### src/rtl/pixel_array_ss_adc_if.sv
`default_nettype none
// ============================================================================
// Module   : pixel_array_ss_adc_if
// Purpose  : Valid/ready readout bus carrying pixel codes and pixel indices
//            out of the single-slope ADC pixel array.
// Revision : 1.0 - initial release
// ============================================================================
interface pixel_array_ss_adc_if #(
   parameter int ADC_BITS = 8,
   parameter int IDX_W    = 2
);
   logic [ADC_BITS-1:0] dout;
   logic [IDX_W-1:0]    dout_idx;
   logic                dout_valid;
   logic                dout_ready;

   // Source side (the pixel array)
   modport master (
      output dout,
      output dout_idx,
      output dout_valid,
      input  dout_ready
   );

   // Sink side (readout / ISP front-end)
   modport slave (
      input  dout,
      input  dout_idx,
      input  dout_valid,
      output dout_ready
   );
endinterface
`default_nettype wire

### src/rtl/pixel_array_ss_adc.sv
`default_nettype none
// ============================================================================
// Module   : pixel_array_ss_adc
// Purpose  : NUM_PIX column-parallel pixels sharing one single-slope ADC ramp.
//            A frame FSM runs erase, exposure, conversion and a valid/ready
//            serial readout of the per-pixel codes.
// Options  : PIXEL_CDS_EN - correlated double sampling (adds pix_offset_i and
//            a reset-level conversion between erase and exposure).
// Revision : 1.0 - initial release
// ============================================================================
module pixel_array_ss_adc #(
   parameter int ADC_BITS = 8,
   parameter int NUM_PIX  = 4,
   parameter int PHOTO_W  = 4,
   parameter int EXP_W    = 16
) (
   input  wire logic                        clk_i,
   input  wire logic                        rst_n_i,
   input  wire logic                        start_i,
   input  wire logic                        abort_i,
   input  wire logic [EXP_W-1:0]            expose_cycles_i,
   input  wire logic [NUM_PIX*PHOTO_W-1:0]  photo_i,
`ifdef PIXEL_CDS_EN
   input  wire logic [NUM_PIX*ADC_BITS-1:0] pix_offset_i,
`endif
   output logic                             busy_o,
   output logic                             frame_done_o,
   pixel_array_ss_adc_if.master             rd_if
);

   localparam int                IDX_W = (NUM_PIX > 1) ? $clog2(NUM_PIX) : 1;
   localparam int                SUB_W = (ADC_BITS > PHOTO_W) ? ADC_BITS : PHOTO_W;
   localparam logic [ADC_BITS-1:0] FULL     = {ADC_BITS{1'b1}};
   localparam logic [IDX_W-1:0]    LAST_IDX = IDX_W'(NUM_PIX - 1);

   typedef enum logic [2:0] {
      S_IDLE     = 3'd0,
      S_ERASE    = 3'd1,
      S_EXPOSE   = 3'd2,
      S_CONVERT  = 3'd3,
      S_READOUT  = 3'd4,
      S_DONE     = 3'd5
`ifdef PIXEL_CDS_EN
      ,
      S_RST_CONV = 3'd6
`endif
   } state_e;

   state_e                state_q,   state_d;
   logic [EXP_W-1:0]      exp_cnt_q, exp_cnt_d;
   logic [ADC_BITS-1:0]   ramp_q,    ramp_d;
   logic [ADC_BITS-1:0]   lvl_q      [NUM_PIX];
   logic [ADC_BITS-1:0]   lvl_d      [NUM_PIX];
   logic [ADC_BITS-1:0]   code_q     [NUM_PIX];
   logic [ADC_BITS-1:0]   code_d     [NUM_PIX];
   logic [NUM_PIX-1:0]    tripped_q, tripped_d;
   logic [IDX_W-1:0]      idx_q,     idx_d;
   logic                  valid_q,   valid_d;
`ifdef PIXEL_CDS_EN
   logic [ADC_BITS-1:0]   rst_code_q [NUM_PIX];
   logic [ADC_BITS-1:0]   rst_code_d [NUM_PIX];
`endif

   // Photo discharge clamps at an empty well instead of wrapping round.
   function automatic logic [ADC_BITS-1:0] sat_sub(input logic [ADC_BITS-1:0] a,
                                                   input logic [PHOTO_W-1:0]  b);
      logic [SUB_W-1:0] a_ext;
      logic [SUB_W-1:0] b_ext;
      a_ext = SUB_W'(a);
      b_ext = SUB_W'(b);
      return (b_ext >= a_ext) ? '0 : ADC_BITS'(a_ext - b_ext);
   endfunction

   // Frame sequencing plus the shared-ramp pixel datapath (next-state logic).
   always_comb begin
      state_d   = state_q;
      exp_cnt_d = exp_cnt_q;
      ramp_d    = ramp_q;
      lvl_d     = lvl_q;
      code_d    = code_q;
      tripped_d = tripped_q;
      idx_d     = idx_q;
      valid_d   = valid_q;
`ifdef PIXEL_CDS_EN
      rst_code_d = rst_code_q;
`endif

      if (abort_i) begin
         // Abort wins over everything; codes stay as they are.
         state_d = S_IDLE;
         valid_d = 1'b0;
      end else begin
         case (state_q)
            S_IDLE: begin
               if (start_i) begin
                  exp_cnt_d = expose_cycles_i;
                  state_d   = S_ERASE;
               end
            end

            S_ERASE: begin
               for (int i = 0; i < NUM_PIX; i++) begin
`ifdef PIXEL_CDS_EN
                  lvl_d[i] = FULL - pix_offset_i[i*ADC_BITS +: ADC_BITS];
`else
                  lvl_d[i] = FULL;
`endif
               end
               tripped_d = '0;
               ramp_d    = '0;
`ifdef PIXEL_CDS_EN
               state_d   = S_RST_CONV;
`else
               state_d   = (exp_cnt_q == '0) ? S_CONVERT : S_EXPOSE;
`endif
            end

`ifdef PIXEL_CDS_EN
            S_RST_CONV: begin
               for (int i = 0; i < NUM_PIX; i++) begin
                  if (!tripped_q[i] && (ramp_q >= lvl_q[i])) begin
                     rst_code_d[i] = ramp_q;
                     tripped_d[i]  = 1'b1;
                  end
               end
               if (ramp_q == FULL) begin
                  // Re-arm the comparators and the ramp for the signal pass.
                  tripped_d = '0;
                  ramp_d    = '0;
                  state_d   = (exp_cnt_q == '0) ? S_CONVERT : S_EXPOSE;
               end else begin
                  ramp_d = ramp_q + 1'b1;
               end
            end
`endif

            S_EXPOSE: begin
               for (int i = 0; i < NUM_PIX; i++) begin
                  lvl_d[i] = sat_sub(lvl_q[i], photo_i[i*PHOTO_W +: PHOTO_W]);
               end
               exp_cnt_d = exp_cnt_q - 1'b1;
               if (exp_cnt_q <= EXP_W'(1)) begin
                  state_d = S_CONVERT;
               end
            end

            S_CONVERT: begin
               for (int i = 0; i < NUM_PIX; i++) begin
                  if (!tripped_q[i] && (ramp_q >= lvl_q[i])) begin
                     code_d[i]    = ramp_q;
                     tripped_d[i] = 1'b1;
                  end
               end
               if (ramp_q == FULL) begin
                  state_d = S_READOUT;
                  valid_d = 1'b1;
                  idx_d   = '0;
               end else begin
                  ramp_d = ramp_q + 1'b1;
               end
            end

            S_READOUT: begin
               if (valid_q && rd_if.dout_ready) begin
                  if (idx_q == LAST_IDX) begin
                     valid_d = 1'b0;
                     state_d = S_DONE;
                  end else begin
                     idx_d = idx_q + 1'b1;
                  end
               end
            end

            S_DONE: begin
               state_d = S_IDLE;
            end

            default: begin
               state_d = S_IDLE;
            end
         endcase
      end
   end

   // State and datapath registers with asynchronous return to the erased state.
   always_ff @(posedge clk_i or negedge rst_n_i) begin
      if (!rst_n_i) begin
         state_q   <= S_IDLE;
         exp_cnt_q <= '0;
         ramp_q    <= '0;
         tripped_q <= '0;
         idx_q     <= '0;
         valid_q   <= 1'b0;
         for (int i = 0; i < NUM_PIX; i++) begin
            lvl_q[i]  <= FULL;
            code_q[i] <= '0;
`ifdef PIXEL_CDS_EN
            rst_code_q[i] <= '0;
`endif
         end
      end else begin
         state_q   <= state_d;
         exp_cnt_q <= exp_cnt_d;
         ramp_q    <= ramp_d;
         tripped_q <= tripped_d;
         idx_q     <= idx_d;
         valid_q   <= valid_d;
         lvl_q     <= lvl_d;
         code_q    <= code_d;
`ifdef PIXEL_CDS_EN
         rst_code_q <= rst_code_d;
`endif
      end
   end

   // Readout data is a mux of registered codes, forced to zero between beats.
   always_comb begin
      rd_if.dout       = '0;
      rd_if.dout_idx   = '0;
      rd_if.dout_valid = valid_q;
      if (valid_q) begin
         rd_if.dout_idx = idx_q;
`ifdef PIXEL_CDS_EN
         // Reset-level minus signal-level cancels the per-pixel offset.
         rd_if.dout = FULL - (rst_code_q[idx_q] - code_q[idx_q]);
`else
         rd_if.dout = code_q[idx_q];
`endif
      end
   end

   assign busy_o       = (state_q != S_IDLE);
   assign frame_done_o = (state_q == S_DONE);

endmodule
`default_nettype wire
### src/flat_wrapper.sv
// flat-port wrapper written by rule: the top's interface ports become plain ports
module pixel_array_ss_adc_flat 
#(
   parameter int ADC_BITS = 8,
   parameter int NUM_PIX  = 4,
   parameter int PHOTO_W  = 4,
   parameter int EXP_W    = 16
)
  (clk_i, rst_n_i, start_i, abort_i, expose_cycles_i, photo_i, busy_o, frame_done_o, rd_if_dout, rd_if_dout_idx, rd_if_dout_valid, rd_if_dout_ready);
  pixel_array_ss_adc_if #(.ADC_BITS(ADC_BITS)) rd_if_i ();
  input  wire logic clk_i;
  input  wire logic rst_n_i;
  input  wire logic start_i;
  input  wire logic abort_i;
  input  wire logic [EXP_W-1:0] expose_cycles_i;
  input  wire logic [NUM_PIX*PHOTO_W-1:0] photo_i;
  output logic busy_o;
  output logic frame_done_o;
  output wire logic [$bits(rd_if_i.dout)-1:0] rd_if_dout;
  output wire logic [$bits(rd_if_i.dout_idx)-1:0] rd_if_dout_idx;
  output wire logic [$bits(rd_if_i.dout_valid)-1:0] rd_if_dout_valid;
  input wire logic [$bits(rd_if_i.dout_ready)-1:0] rd_if_dout_ready;
  assign rd_if_dout = rd_if_i.dout;
  assign rd_if_dout_idx = rd_if_i.dout_idx;
  assign rd_if_dout_valid = rd_if_i.dout_valid;
  assign rd_if_i.dout_ready = rd_if_dout_ready;
  pixel_array_ss_adc #(.ADC_BITS(ADC_BITS), .NUM_PIX(NUM_PIX), .PHOTO_W(PHOTO_W), .EXP_W(EXP_W)) u_core (.clk_i(clk_i), .rst_n_i(rst_n_i), .start_i(start_i), .abort_i(abort_i), .expose_cycles_i(expose_cycles_i), .photo_i(photo_i), .busy_o(busy_o), .frame_done_o(frame_done_o), .rd_if(rd_if_i));
endmodule
### config.mk
export PLATFORM = sky130hd
export DESIGN_NAME = pixel_array_ss_adc_flat
export DESIGN_NICKNAME = d
export VERILOG_FILES = /design/src/rtl/pixel_array_ss_adc_if.sv /design/src/rtl/pixel_array_ss_adc.sv /design/src/flat_wrapper.sv
export SDC_FILE = /design/constraint.sdc
export NUM_CORES = 1
export LEC_CHECK = 0
export ABC_AREA = 1
export BUFFER_PORTS_ARGS = -buffer_cell sky130_fd_sc_hd__buf_2
export CAP_MARGIN = 0
export CORE_MARGIN = 5
export CORE_UTILIZATION = 40
export DETAILED_ROUTE_END_ITERATION = 6
export GPL_TIMING_DRIVEN = 0
export PLACE_DENSITY = 0.68
export REMOVE_ABC_BUFFERS = 1
export SLEW_MARGIN = 10
export SYNTH_ARGS = -nofsm -noshare
export SYNTH_HDL_FRONTEND = slang
export SYNTH_SLANG_ARGS = --single-unit
### constraint.sdc
create_clock -name clk_i -period 3.2 [get_ports clk_i]
set_input_delay 0.48 -clock clk_i [delete_from_list [all_inputs] [get_ports clk_i]]
set_output_delay 0.48 -clock clk_i [all_outputs]
set_load 0.05 [all_outputs]
==> run summary <==
Yosys top cell by area - dfrtp_1
Synth top area share - 23.7%
Worst Setup Start Kind - flop
Number of synthesized register bits - 98
Switch Pwr - 2.08 mW
Crit share post-route - 89.0%
Worst R2R End - u_core.exp_cnt_q[4]$_DFFE_PN0P_
Worst VDD drop - 266 uV
Area contributors post-synth - dfrtp_1, nand2_1, dfstp_2
CP required - 3.43 ns
Slew @ Worst Pin - 0.863 ns
Internal - 2.83 mW
Static Leak - 4.25 nW
R2R depth - 8
CTS Buf Count - 9
Nets - 1138
Ports - 50
Largest net degree at the start of global routing - 81
Asr flop ratio synth - 100%
Post-CTS Hold Fix Bufs - 0
Pwr dens - 634 nW/um2
Area of placed instances - 7450 um2
Clk Latency, worst-skew pair - 0.35 ns
Port buffer count - 49
Clk pwr share - 21.5%
Gp weighted congestion - 0.872
Worst-path fanout max - 31
Critical path arrival - 3.08 ns
Min cycle time layout - 2.85 ns
RSZ-0062 raised after global routing - false
Worst min path class - in2async
Initial Utilization - 40.6%
Post-Syn Instances - 1002
Vias in the first global route - 6200
Aggregate global-route resource usage - 17.4%
First-pass GRT wire length - 29100 um
Slew HR - 42.3%
DRT Pass-1 Iters - 5
Main flop type after synthesis - dfrtp_1
Sequential area share after synthesis - 35.7%
Layout cells sized above 1 - 12.3%
Grt ovf - 0
Final wirelength - 16800 um
Post-detail-place hpwl - 12000 um
Count leader, synth - nand2_1
H-tree levels - 3
Area grow syn2layout - 11.0%
Die X - 142 um
WL/cell - 13.2 um
Fmax - 351 MHz
Final setup vio count - 0
Final core utilization - 45.0%
Initial antenna violation count - 0
TritonCTS clock tree - built
Final Slew Violations - 0
Rows - 48
Max cap viols - 0
Root Buffer - clkbuf_16
Worst R2R Start - u_core.state_q[2]$_DFFE_PN0P_
Die area - 20200 um2
Flop pwr share - 36.6%
Net Sw Frac - 42.3%
Post-CTS Setup Inserts - 0
Worst reg2reg setup slack - 0.35 ns
Clock skew - 0.0104 ns
Die height - 142 um
EDFF count, synth - 0
Clock-pin slew on the worst setup and hold paths - 0.07 ns
Outcome - complete, no violations
DR iter-0 viols - 338
Syn Area/Cell - 6.96 um2
Netlist cell types - 40
Final hold violation count - 0
Max Buffers Root-to-Sink - 2
Critical path type - reg2reg
Combinational Power Share - 41.9%
Most common library cells after synthesis - nand2_1, inv_1, nor2_1
Drc violations - 0
Sum Neg Setup Slack - 0 ns
Design area - 7740 um2
Synth Cell Area - 6970 um2
DR vias - 6363
Placeable Area - 17200 um2
Clock net sink count - 98
Post-CTS sizing - 0
Ys Warns - 0
Critical Path Sink Type - flop
Number of antenna-violating nets in the routed design - 0
Post-DR vias/cell - 4.99
Ant. Diodes - 0
registers in the layout (all words and copies together) (netlist names):
register	flops
u_core.rd_if.dout_valid	1
u_core.code_q	32
u_core.lvl_q	32
u_core.exp_cnt_q	16
u_core.idx_q	2
u_core.ramp_q	8
u_core.state_q	3
u_core.tripped_q	4
kinds of logic (layout without fill, tap and decap cells):
logic type / Yosys count / count (layout) / share of synthesized area (%)
and+or+nand+nor: 561 / 561 / 34.3
buffers and inverters: 151 / 198 / 8.51
AOI/OAI and AO/OA: 131 / 131 / 10.3
DFF: 98 / 98 / 35.7
adders and majority gates: 57 / 57 / 10.7
xor gates and xnor gates: 4 / 4 / 0.503
through the flow:
step	cells	power (mW)	worst slack, ns	hold slack [ns]
3_5_place_dp	1258	3.86	0.360	0.454
3_3_place_gp	1256	3.79	0.362	0.447
4_1_cts	1274	4.94	0.361	0.202
2_1_floorplan	982	3.28	0.896	0.184
6_report	1274	4.91	0.352	0.197
5_1_grt	1274	5.33	0.148	0.219
worst max path at each step:
| stage | startpoint | end | slack, ns | depth (start not counted) |
|---|---|---|---|---|
| floorplan | u_core.rd_if.dout_valid$_DFFE_PN0P_ | rd_if_dout[0] | 0.90 | 2 |
| global placement | u_core.state_q[2]$_DFFE_PN0P_ | u_core.exp_cnt_q[4]$_DFFE_PN0P_ | 0.36 | 8 |
| detailed placement | u_core.state_q[2]$_DFFE_PN0P_ | u_core.exp_cnt_q[4]$_DFFE_PN0P_ | 0.36 | 8 |
| CTS | u_core.state_q[2]$_DFFE_PN0P_ | u_core.exp_cnt_q[4]$_DFFE_PN0P_ | 0.36 | 8 |
| global route | u_core.state_q[2]$_DFFE_PN0P_ | u_core.exp_cnt_q[4]$_DFFE_PN0P_ | 0.15 | 8 |
| finish | u_core.state_q[2]$_DFFE_PN0P_ | u_core.exp_cnt_q[4]$_DFFE_PN0P_ | 0.35 | 8 |
power groups by stage:
| stage | clock [mW] | sequential (mW) | combinational, mW |
|---|---|---|---|
| after floorplan | 0 | 1.74 | 1.54 |
| after global placement | 0 | 1.80 | 1.99 |
| after detailed placement | 0 | 1.81 | 2.05 |
| after CTS | 1.08 | 1.79 | 2.06 |
| after global routing | 1.12 | 1.83 | 2.37 |
| final | 1.06 | 1.79 | 2.06 |
per-layer routing:
layer	share of wire (%)	track usage, %
met1	47	23.5
met2	47	29.1
met3	3.8	2.12
met4	2.0	5.81
met5	0	0
layout make-up:
cell class / instances / area, um2
clock buffers: 14 / 274
multi-input cells: 753 / 3890
well taps: 225 / 282
inverters: 131 / 492
flip-flops and latches: 98 / 2490
clock inverters: 2 / 10.0
repair buffers: 51 / 294
fillers: 1794 / 9440
critical path, stage by stage (launching register included):
cell     delay, ns
dfrtp_1       0.50
inv_2         0.18
nand3_4       0.25
nor2_4        0.74
inv_2         0.25
nand2_2       0.41
inv_2         0.18
a21oi_1       0.15
a21oi_1       0.05
cells in the final DEF (no fill, tap or decap), types with 2 or more instances in the layout:
cell type,instances
nand4_1,12
o21a_1,5
nor3_2,2
a21o_1,2
nand3_1,89
clkbuf_8,3
nor2_4,5
clkbuf_16,9
o21ai_1,5
clkbuf_1,2
nand3b_1,3
a21oi_1,57
nor3_1,10
nand2_1,306
xor2_1,3
o21ai_0,48
inv_2,7
ha_1,53
nor2_1,116
buf_2,48
dfrtp_1,66
clkinv_2,2
a22oi_1,11
or2_2,10
fa_1,4
dfstp_2,32
inv_1,123
Power figures use the tool's default switching activity.
